File: config.mk
export PLATFORM = sky130hd
export DESIGN_NAME = ldm_stm_sequencer_flat
export DESIGN_NICKNAME = d
export VERILOG_FILES = /design/src/rtl/lsm_pkg.sv /design/src/rtl/ldm_stm_sequencer_if.sv /design/src/rtl/prio_enc16.sv /design/src/rtl/ldm_stm_sequencer.sv /design/src/flat_wrapper.sv
export SDC_FILE = /design/constraint.sdc
export NUM_CORES = 1
export LEC_CHECK = 0
export CAP_MARGIN = 20
export CELL_PAD_IN_SITES_DETAIL_PLACEMENT = 0
export CELL_PAD_IN_SITES_GLOBAL_PLACEMENT = 1
export CORE_MARGIN = 1
export CORE_UTILIZATION = 31
export CTS_CLUSTER_DIAMETER = 80
export CTS_CLUSTER_SIZE = 10
export DETAILED_ROUTE_END_ITERATION = 6
export PLACE_DENSITY = 0.88
export SYNTH_ARGS = -nofsm -noshare
export SYNTH_HDL_FRONTEND = slang
export SYNTH_SLANG_ARGS = --single-unit
File: constraint.sdc
create_clock -name clk -period 7.32 [get_ports clk]
set_input_delay 1.464 -clock clk [delete_from_list [all_inputs] [get_ports clk]]
set_output_delay 1.464 -clock clk [all_outputs]
set_load 0.02 [all_outputs]
File: src/rtl/lsm_pkg.sv
// Shared types and helpers for the LDM/STM block-transfer sequencer.
package lsm_pkg;

    typedef enum logic [1:0] {
        S_IDLE = 2'd0,
        S_XFER = 2'd1,
        S_WB   = 2'd2,
        S_DONE = 2'd3
    } state_e;

    localparam int         WORD_BYTES = 4;
    localparam logic [3:0] PC_IDX     = 4'd15;

    function automatic logic [4:0] popcount16(input logic [15:0] v);
        logic [4:0] c;
        c = '0;
        for (int i = 0; i < 16; i++) c = c + {4'd0, v[i]};
        return c;
    endfunction

endpackage

File: src/rtl/ldm_stm_sequencer_if.sv
// Control, register-file and memory signals of the LDM/STM sequencer.
// master = sequencer side, slave = datapath/control/memory side.
interface ldm_stm_sequencer_if #(parameter int XLEN = 32);
    logic            start;
    logic            is_load;
    logic            pre;
    logic            up;
    logic            wback;
    logic [3:0]      base_reg;
    logic [XLEN-1:0] base_val;
    logic [15:0]     reglist;
    logic            busy;
    logic            done;
    logic [3:0]      rf_ra;
    logic [XLEN-1:0] rf_rd;
    logic [3:0]      rf_wa;
    logic            rf_we;
    logic [XLEN-1:0] rf_wd;
    logic            pc_we;
    logic [XLEN-1:0] pc_wd;
    logic [XLEN-1:0] mem_addr;
    logic            mem_we;
    logic [XLEN-1:0] mem_wd;
    logic [XLEN-1:0] mem_rd;

    modport master (
        input  start, is_load, pre, up, wback, base_reg, base_val, reglist, rf_rd, mem_rd,
        output busy, done, rf_ra, rf_wa, rf_we, rf_wd, pc_we, pc_wd, mem_addr, mem_we, mem_wd
    );

    modport slave (
        output start, is_load, pre, up, wback, base_reg, base_val, reglist, rf_rd, mem_rd,
        input  busy, done, rf_ra, rf_wa, rf_we, rf_wd, pc_we, pc_wd, mem_addr, mem_we, mem_wd
    );
endinterface

File: src/rtl/prio_enc16.sv
// Lowest-set-bit encoder for the remaining register list.
module prio_enc16 (
    input  logic [15:0] list,
    output logic [3:0]  idx,
    output logic        valid
);
    always_comb begin
        idx   = 4'd0;
        valid = |list;
        for (int i = 15; i >= 0; i--)
            if (list[i]) idx = i[3:0];
    end
endmodule

File: src/rtl/ldm_stm_sequencer.sv
// LDM/STM block-transfer sequencer: one register per cycle, lowest first.
// Optional macro LSM_EMPTY_R15_EN: empty list transfers R15 with a 0x40 offset.
module ldm_stm_sequencer
    import lsm_pkg::*;
#(
    parameter int XLEN = 32
) (
    input  logic                 clk,
    input  logic                 reset,
    ldm_stm_sequencer_if.master  bus
);
    state_e            state_q;
    logic [15:0]       list_q, list_d;
    logic [XLEN-1:0]   addr_q, final_q;
    logic [3:0]        base_reg_q;
    logic              is_load_q, wb_q;

    logic [3:0]        idx;
    logic              idx_vld;

    logic [15:0]       list_s;
    logic [4:0]        n_s;
    logic [XLEN-1:0]   off_s, addr_s, final_s;
    logic              wb_s;

    prio_enc16 u_enc (.list(list_q), .idx(idx), .valid(idx_vld));

    // Operand decode used only on the IDLE->busy edge
    always_comb begin
        list_s = bus.reglist;
        n_s    = popcount16(bus.reglist);
`ifdef LSM_EMPTY_R15_EN
        if (n_s == 5'd0) begin
            list_s = 16'h8000;
            n_s    = 5'd16;
        end
`endif
        off_s = XLEN'(n_s) * XLEN'(WORD_BYTES);
        if (bus.up)
            addr_s = bus.pre ? bus.base_val + XLEN'(WORD_BYTES) : bus.base_val;
        else
            addr_s = bus.pre ? bus.base_val - off_s
                             : bus.base_val - off_s + XLEN'(WORD_BYTES);
        final_s = bus.up ? bus.base_val + off_s : bus.base_val - off_s;
        // A loaded base value beats writeback; PC as base never writes back
        wb_s = bus.wback && (bus.base_reg != PC_IDX) &&
               !(bus.is_load && list_s[bus.base_reg]);
    end

    assign list_d = list_q & ~(16'h0001 << idx);

    always_ff @(posedge clk) begin
        if (reset) begin
            state_q    <= S_IDLE;
            list_q     <= '0;
            addr_q     <= '0;
            final_q    <= '0;
            base_reg_q <= '0;
            is_load_q  <= 1'b0;
            wb_q       <= 1'b0;
        end else begin
            case (state_q)
                S_IDLE: if (bus.start) begin
                    list_q     <= list_s;
                    addr_q     <= addr_s;
                    final_q    <= final_s;
                    base_reg_q <= bus.base_reg;
                    is_load_q  <= bus.is_load;
                    wb_q       <= wb_s;
                    state_q    <= (n_s != 5'd0) ? S_XFER : S_DONE;
                end
                S_XFER: begin
                    list_q <= list_d;
                    addr_q <= addr_q + XLEN'(WORD_BYTES);
                    if (list_d == 16'h0000)
                        state_q <= wb_q ? S_WB : S_DONE;
                end
                S_WB:    state_q <= S_DONE;
                S_DONE:  state_q <= S_IDLE;
                default: state_q <= S_IDLE;
            endcase
        end
    end

    // Outputs decode from registered state; data paths pass through
    always_comb begin
        bus.busy     = (state_q == S_XFER) || (state_q == S_WB);
        bus.done     = (state_q == S_DONE);
        bus.rf_ra    = '0;
        bus.rf_wa    = '0;
        bus.rf_we    = 1'b0;
        bus.rf_wd    = '0;
        bus.pc_we    = 1'b0;
        bus.pc_wd    = '0;
        bus.mem_addr = '0;
        bus.mem_we   = 1'b0;
        bus.mem_wd   = '0;
        if (state_q == S_XFER && idx_vld) begin
            bus.mem_addr = addr_q;
            if (!is_load_q) begin
                bus.rf_ra  = idx;
                bus.mem_wd = bus.rf_rd;
                bus.mem_we = 1'b1;
            end else if (idx == PC_IDX) begin
                bus.pc_wd = bus.mem_rd & ~XLEN'(3);
                bus.pc_we = 1'b1;
            end else begin
                bus.rf_wa = idx;
                bus.rf_wd = bus.mem_rd;
                bus.rf_we = 1'b1;
            end
        end else if (state_q == S_WB) begin
            bus.rf_wa = base_reg_q;
            bus.rf_wd = final_q;
            bus.rf_we = 1'b1;
        end
    end

endmodule

File: src/flat_wrapper.sv
// flat-port wrapper written by rule: the top's interface ports become plain ports
module ldm_stm_sequencer_flat import lsm_pkg::*;
#(
    parameter int XLEN = 32
)
  (clk, reset, bus_start, bus_is_load, bus_pre, bus_up, bus_wback, bus_base_reg, bus_base_val, bus_reglist, bus_rf_rd, bus_mem_rd, bus_busy, bus_done, bus_rf_ra, bus_rf_wa, bus_rf_we, bus_rf_wd, bus_pc_we, bus_pc_wd, bus_mem_addr, bus_mem_we, bus_mem_wd);
  ldm_stm_sequencer_if #(.XLEN(XLEN)) bus_i ();
  input  logic clk;
  input  logic reset;
  input wire logic [$bits(bus_i.start)-1:0] bus_start;
  input wire logic [$bits(bus_i.is_load)-1:0] bus_is_load;
  input wire logic [$bits(bus_i.pre)-1:0] bus_pre;
  input wire logic [$bits(bus_i.up)-1:0] bus_up;
  input wire logic [$bits(bus_i.wback)-1:0] bus_wback;
  input wire logic [$bits(bus_i.base_reg)-1:0] bus_base_reg;
  input wire logic [$bits(bus_i.base_val)-1:0] bus_base_val;
  input wire logic [$bits(bus_i.reglist)-1:0] bus_reglist;
  input wire logic [$bits(bus_i.rf_rd)-1:0] bus_rf_rd;
  input wire logic [$bits(bus_i.mem_rd)-1:0] bus_mem_rd;
  output wire logic [$bits(bus_i.busy)-1:0] bus_busy;
  output wire logic [$bits(bus_i.done)-1:0] bus_done;
  output wire logic [$bits(bus_i.rf_ra)-1:0] bus_rf_ra;
  output wire logic [$bits(bus_i.rf_wa)-1:0] bus_rf_wa;
  output wire logic [$bits(bus_i.rf_we)-1:0] bus_rf_we;
  output wire logic [$bits(bus_i.rf_wd)-1:0] bus_rf_wd;
  output wire logic [$bits(bus_i.pc_we)-1:0] bus_pc_we;
  output wire logic [$bits(bus_i.pc_wd)-1:0] bus_pc_wd;
  output wire logic [$bits(bus_i.mem_addr)-1:0] bus_mem_addr;
  output wire logic [$bits(bus_i.mem_we)-1:0] bus_mem_we;
  output wire logic [$bits(bus_i.mem_wd)-1:0] bus_mem_wd;
  assign bus_i.start = bus_start;
  assign bus_i.is_load = bus_is_load;
  assign bus_i.pre = bus_pre;
  assign bus_i.up = bus_up;
  assign bus_i.wback = bus_wback;
  assign bus_i.base_reg = bus_base_reg;
  assign bus_i.base_val = bus_base_val;
  assign bus_i.reglist = bus_reglist;
  assign bus_i.rf_rd = bus_rf_rd;
  assign bus_i.mem_rd = bus_mem_rd;
  assign bus_busy = bus_i.busy;
  assign bus_done = bus_i.done;
  assign bus_rf_ra = bus_i.rf_ra;
  assign bus_rf_wa = bus_i.rf_wa;
  assign bus_rf_we = bus_i.rf_we;
  assign bus_rf_wd = bus_i.rf_wd;
  assign bus_pc_we = bus_i.pc_we;
  assign bus_pc_wd = bus_i.pc_wd;
  assign bus_mem_addr = bus_i.mem_addr;
  assign bus_mem_we = bus_i.mem_we;
  assign bus_mem_wd = bus_i.mem_wd;
  ldm_stm_sequencer #(.XLEN(XLEN)) u_core (.clk(clk), .reset(reset), .bus(bus_i));
endmodule
== Word level (Yosys, flattened, before mapping) ==
Index checks and enable logic that the tools add are counted.

* Flip-flop bits (word level): 88
* Output and inout bits: 141
* Word-level logic and storage cells: 108

* $add $sub $neg: 20
* Order comparisons: 1
* Eq/ne operators: 7
* Shift-type cells: 1
* Mux-type cells: 56
* Bitwise gates (word level): 2
* Reductions and logical operators: 14

{| class="wikitable"
|+ Operator list
! cell !! count
|-
| $mux 32 || 15
|-
| $add 32x3->32 const B || 3
|-
| $mux 4 || 22
|-
| $add 5x1->5 || 14
|-
| $pmux 32 s2 || 1
|-
| $add 32x7->32 || 1
|-
| $pmux 16 s2 || 1
|-
| $sub 32x7->32 || 1
|-
| $and 16x16->16 || 1
|-
| $logic_not 16->1 || 1
|-
| $mux 16 || 1
|-
| $not 16->16 || 1
|-
| $reduce_or 16->1 || 1
|-
| $shl 1x4->16 const A || 1
|-
| $mux 1 || 11
|-
| $pmux 2 s4 || 1
|-
| $mux 2 || 3
|-
| $reduce_and 2->1 || 3
|-
| $lt 4x5->1 const B || 1
|-
| $reduce_bool 5->1 || 1
|-
| $bmux 1 s4 || 1
|-
| $eq 2x2->1 const B || 2
|-
| $eq 4x4->1 const B || 1
|-
| $logic_and 1x1->1 || 4
|-
| other kinds (9) || 9
|}

== Depth between registers and ports, before layout ==
* Word-level depth: 22
* Mapped depth: 25
* Gate-level depth less buffers: 24

== Hierarchy ==
A second synthesis with hierarchy kept.

* Cells, all modules: 1350
* Area total of the unflattened synthesis: 9369.0 um2

{| class="wikitable"
|+ By module, submodules not included
! module !! instances !! cells an instance !! area an instance (um2) !! sequential area each (um2)
|-
| ldm_stm_sequencer || 1 || 1316 || 9192.6 || 1761.7
|-
| prio_enc16 || 1 || 34 || 176.4 || 0.0
|}

== Worst setup path after synthesis ==
No wires, ideal clock.

* Path kind: input to register
* Start point: input bus_reglist[0]
* End point: register u_core.addr_q[31]
* Library setup time: 0.131 ns
* Data arrival time: 7.713 ns
* Slack: -0.523 ns
* Stages on the path: 22
* Path buffers: 1
* Cell sequence: ha_1 -> inv_1 -> fa_1 -> fa_1 -> fa_1 -> fa_1 -> fa_1 -> fa_1 -> nor2b_1 -> o21a_1 -> inv_1 -> ha_1 -> or4_1 -> or4_1 -> or4_1 -> buf_6 -> or4bb_1 -> nand3_1 -> and2_1 -> nand4_1 -> xor2_1 -> o22ai_1

* Word-level cells in the longest chain between the ends: 21

{| class="wikitable"
|+ RTL lines
! element !! line !! RTL
|-
| start: declaration || flat_wrapper.sv:17 || <nowiki>input wire logic [$bits(bus_i.reglist)-1:0] bus_reglist;</nowiki>
|-
| $add 1x1->2 (*) || lsm_pkg.sv:17 || <nowiki>for (int i = 0; i < 16; i++) c = c + {4'd0, v[i]};</nowiki>
|-
| $add 5x1->5 (*) (14 in a row) || lsm_pkg.sv:17 ||
|-
| $sub 32x7->32 (*) || ldm_stm_sequencer.sv:42, ldm_stm_sequencer.sv:43 ||
|-
| $add 32x3->32 || ldm_stm_sequencer.sv:43 || <nowiki>: bus.base_val - off_s + XLEN'(WORD_BYTES);</nowiki>
|-
| $mux 32 (*) || ldm_stm_sequencer.sv:42 || <nowiki>addr_s = bus.pre ? bus.base_val - off_s</nowiki>
|-
| $mux 32 (*) || ldm_stm_sequencer.sv:39 || <nowiki>if (bus.up)</nowiki>
|-
| $mux 32 (*) || ldm_stm_sequencer.sv:63 || <nowiki>S_IDLE: if (bus.start) begin</nowiki>
|-
| $pmux 32 s2 (*) || ldm_stm_sequencer.sv:62 || <nowiki>case (state_q)</nowiki>
|-
| end signal: assignment || ldm_stm_sequencer.sv:65 || <nowiki>addr_q <= addr_s;</nowiki>
|-
| end signal: assignment || ldm_stm_sequencer.sv:74 || <nowiki>addr_q <= addr_q + XLEN'(WORD_BYTES);</nowiki>
|-
| end: declaration || ldm_stm_sequencer.sv:14 || <nowiki>logic [XLEN-1:0] addr_q, final_q;</nowiki>
|}

Mark *: on every way between the ends. The rest lies on a longest branch, timed or not. The select of a mux whose other input is x is not followed.
A chain may end at the register's enable or synchronous reset.

== Worst setup path in the final report ==
* Start point: input bus_reglist[1]
* End point: register u_core.addr_q[25]

Same word-level chain as after synthesis.

==> out/results.txt <==
Post-DR vias/cell: 5.53
Worst-Skew Late Latency: 0.36 ns
Residual DRC: 0
Rel. slew slack: 26.6%
Core area: 29,600 sq um
Logic gate share of total power: 69.6%
Yosys warnings: 0
Final std cells w/o fill: 2,065
DR iter-0 viols: 910
Total Wirelength: 39,800 um
Setup crit start: bus_reglist[1]
CTS H-tree lvls: 3
Run status: complete, but fails checks
Vias in the first global route: 10,900
Fin. Hold Viols: 0
Pre-CTS WS: -0.999 ns
CTS tree: done
Minimum clock period: 7.66 ns
Initial Util: 31.5%
Area share of the largest cell type after synthesis: 18.9%
Clk pwr share: 12.0%
Pint: 2.11 mW
Post-CTS Hold Buffers: 0
Synthesized flop and latch total: 88
Failing checks: setup timing
IO buf count: 261
Setup-failing EPs final: 19
Max VDD drop: 0.247 mV
Clock root cell: clkbuf_16
DRT Pass-1 Iters: 5
Number of buffers created by CTS: 9
Asr flop ratio synth: 0%
Commonest non-fill, non-tap cell in the layout: clkdlybuf4s50_1
Post-route clock period utilization: 105%
P&R area growth vs syn: 51.3%
Mean Syn Cell Area: 6.95 sq um
First-pass GRT wire length: 61,000 um
Final nets: 1,829
Row cnt: 63
Synth Area in Adders: 5.91%
HP Class: reg2reg
Flop pwr share: 18.4%
Flop2flop setup slack: 3.53 ns
Unrepaired setup endpoints after global routing: true
Main combinational cell family by area after synthesis: simple AND/OR/NAND/NOR gates
Mux contribution to synthesized area: 2.67%
CP arrival: 7.87 ns
Largest net degree at the start of global routing: 84
WS Path Type: in2reg
I/O pins: 264
Leading area contributor after synthesis: dfxtp_1
Drt wl/cell: 19.3 um
Die extent in y: 175 um
Final worst slack: -0.344 ns
GP Congestion: 0.927
Tightest Pin Transition: 1.10 ns
Synth top area cells: dfxtp_1 19%, nand2_1 7.2%, and2_1 7.0%
Worst-path clk slew: 0.08 ns
Commonest non-fill, non-tap cells in the layout: 252 x clkdlybuf4s50_1, 177 x nand2_1, 149 x buf_4, 103 x and2_1, 102 x a21oi_1
Post-synthesis compound-gate area fraction: 24.1%
Xor/xnor share of the synthesized area: 8.93%
Setup crit end kind: flip-flop
DP HPWL: 30,500 um
HP Start: u_core.addr_q[1]
Routed Antenna Nets: 0
Post-synth EDFFs: 0
Clock Tree Buf Depth: 2
DR vias: 11,400
Yosys cell types: 81
Seq/Total Area, Yosys: 18.9%
Worst setup SP type: primary input
Post-Synthesis Cells: 1,340
Pwr dens: 289 nW/um^2
Layout Skew: 0.00842 ns
Synth Cell Area: 9310 sq um
DIE AREA: 30,700 sq um
Placed insts: 2,019
Final slew viol count: 0
Reg-to-reg startpoint: u_core.list_q[3]
Max-cap violations: 0
Sw Pwr: 1.96 mW
Synth Flop Type: dfxtp_1
Die width: 175 um
Worst path required time: 7.53 ns
CP max FO: 4
Switching Fraction: 48.2%
Synth Area in Simple Gates: 32.8%
GRT Residual Overflow: 0
Filler cells: 2,903
Layout cells sized above 1: 16.7%
Inserted Diodes: 0
Clock Sinks: 88
Max frequency: 130 MHz
Pleak: 5.36 nW
Hold WS: 0.453 ns
Antenna violations before repair: 0
Total Routing Usage GR: 25.4%
-- state kept, by name, summed over array words and instances (netlist names) --
signal,cells
u_core.final_q,32
u_core.base_reg_q,4
u_core.is_load_q,1
u_core.list_q,16
u_core.state_q,2
u_core.addr_q,32
u_core.wb_q,1
-- worst max-delay path, cell delays in order --
cell and delay (ns):
buf_8 0.10, ha_4 0.25, inv_2 0.03, fa_1 0.49, fa_1 0.46, fa_1 0.58
fa_1 0.43, fa_2 0.36, fa_2 0.34, nor2b_1 0.12, o21a_1 0.18, inv_2 0.06
ha_4 0.16, or4_4 0.49, or4_4 0.45, or4_4 0.56, buf_4 0.17, mux2i_4 0.20
o21ai_4 0.09, nor4_4 0.41, xnor2_1 0.14, a221oi_2 0.26, a211oi_2 0.06
-- final timing paths --
kind | end | depth (start not counted)
setup / recovery | u_core.addr_q[25] | 23
hold / removal | u_core.addr_q[1] | 2
setup reg to reg | u_core.state_q[0] | 9
hold reg to reg | u_core.addr_q[1] | 2
-- cell families (layout without fill, tap and decap cells) --
| kind of cell | after synthesis | in the layout |
|---|---|---|
| XOR/XNOR | 95 | 95 |
| AO/OA/AOI/OAI | 343 | 343 |
| flip-flops | 88 | 88 |
| buffers and inverters | 158 | 491 |
| adder cells (fa/ha/maj) | 37 | 37 |
| AND/OR/NAND/NOR | 602 | 603 |
| multiplexers | 16 | 16 |
| other | 1 | 2 |
-- layer usage --
| layer | GRT usage (%) | wire [um] | part of all wire (%) | vias up |
|---|---|---|---|---|
| met4 | 8.77 | 1160 | 2.9 | 0 |
| met5 | 0 | 0 | 0 | - |
| met1 | 30.9 | 16100 | 40 | 5405 |
| met3 | 4.00 | 2820 | 7.1 | 73 |
| met2 | 45.3 | 19700 | 50 | 514 |
| li1 | - | - | - | 5423 |
-- power groups by stage --
stage	Clock, mW	Combinational [mW]	Sequential (mW)
floorplan	0	1.57	0.692
global placement	0	2.63	0.755
detailed placement	0	2.66	0.754
CTS	0.496	2.74	0.745
global route	0.514	3.08	0.765
finish	0.489	2.83	0.747
-- cells in the mapped netlist (all sizes together), types with 4 or more instances --
cell type    n
a211o        5
a211oi      14
a21o         7
a21oi      109
a221oi       5
a22o        34
a22oi       13
a31oi       14
and2       104
and3        13
buf         20
clkbuf      85
dfxtp       88
fa          12
ha          24
inv         53
mux2i        9
mux4         6
nand2      179
nand2b       9
nand3       34
nand4       21
nor2       103
nor2b        7
nor3        50
nor3b        6
nor4        26
nor4b        4
o2111ai      4
o211ai       7
o21ai       67
o21bai       5
o221ai       5
o22ai       10
o31a         5
o31ai        7
or2          9
or3         12
or4         16
xnor2       54
xor2        41
-- metrics by stage --
| step | cell area (sq um) | util [%] | setup TNS, ns | total power [mW] |
|---|---|---|---|---|
| 2_1_floorplan | 9440 | - | -1.54 | 2.26 |
| 3_3_place_gp | 13100 | 44.4 | -26.82 | 3.39 |
| 3_5_place_dp | 13100 | 44.4 | -30.20 | 3.42 |
| 4_1_cts | 13800 | 46.7 | -5.75 | 3.98 |
| 5_1_grt | 14100 | 47.7 | -7.79 | 4.36 |
| 6_report | 14100 | 47.7 | -3.49 | 4.07 |
-- layout make-up --
class	instances	area, sq um	share of cell area [%]
clock buffer	9	225	1.60
inverter	53	199	1.41
tap	390	488	3.46
multi-input combinational	1096	7480	53.1
timing repair buffer	422	3870	27.5
sequential	88	1760	12.5
clock inverter	7	70.1	0.497
-- what timing repair did --
action,in CTS,in global routing
pin swaps,39,45
setup endpoints to repair,38,39
buffers inserted,19,11
gates cloned,1,0
resized for setup,63,44
(Power assumes the default switching activity.)
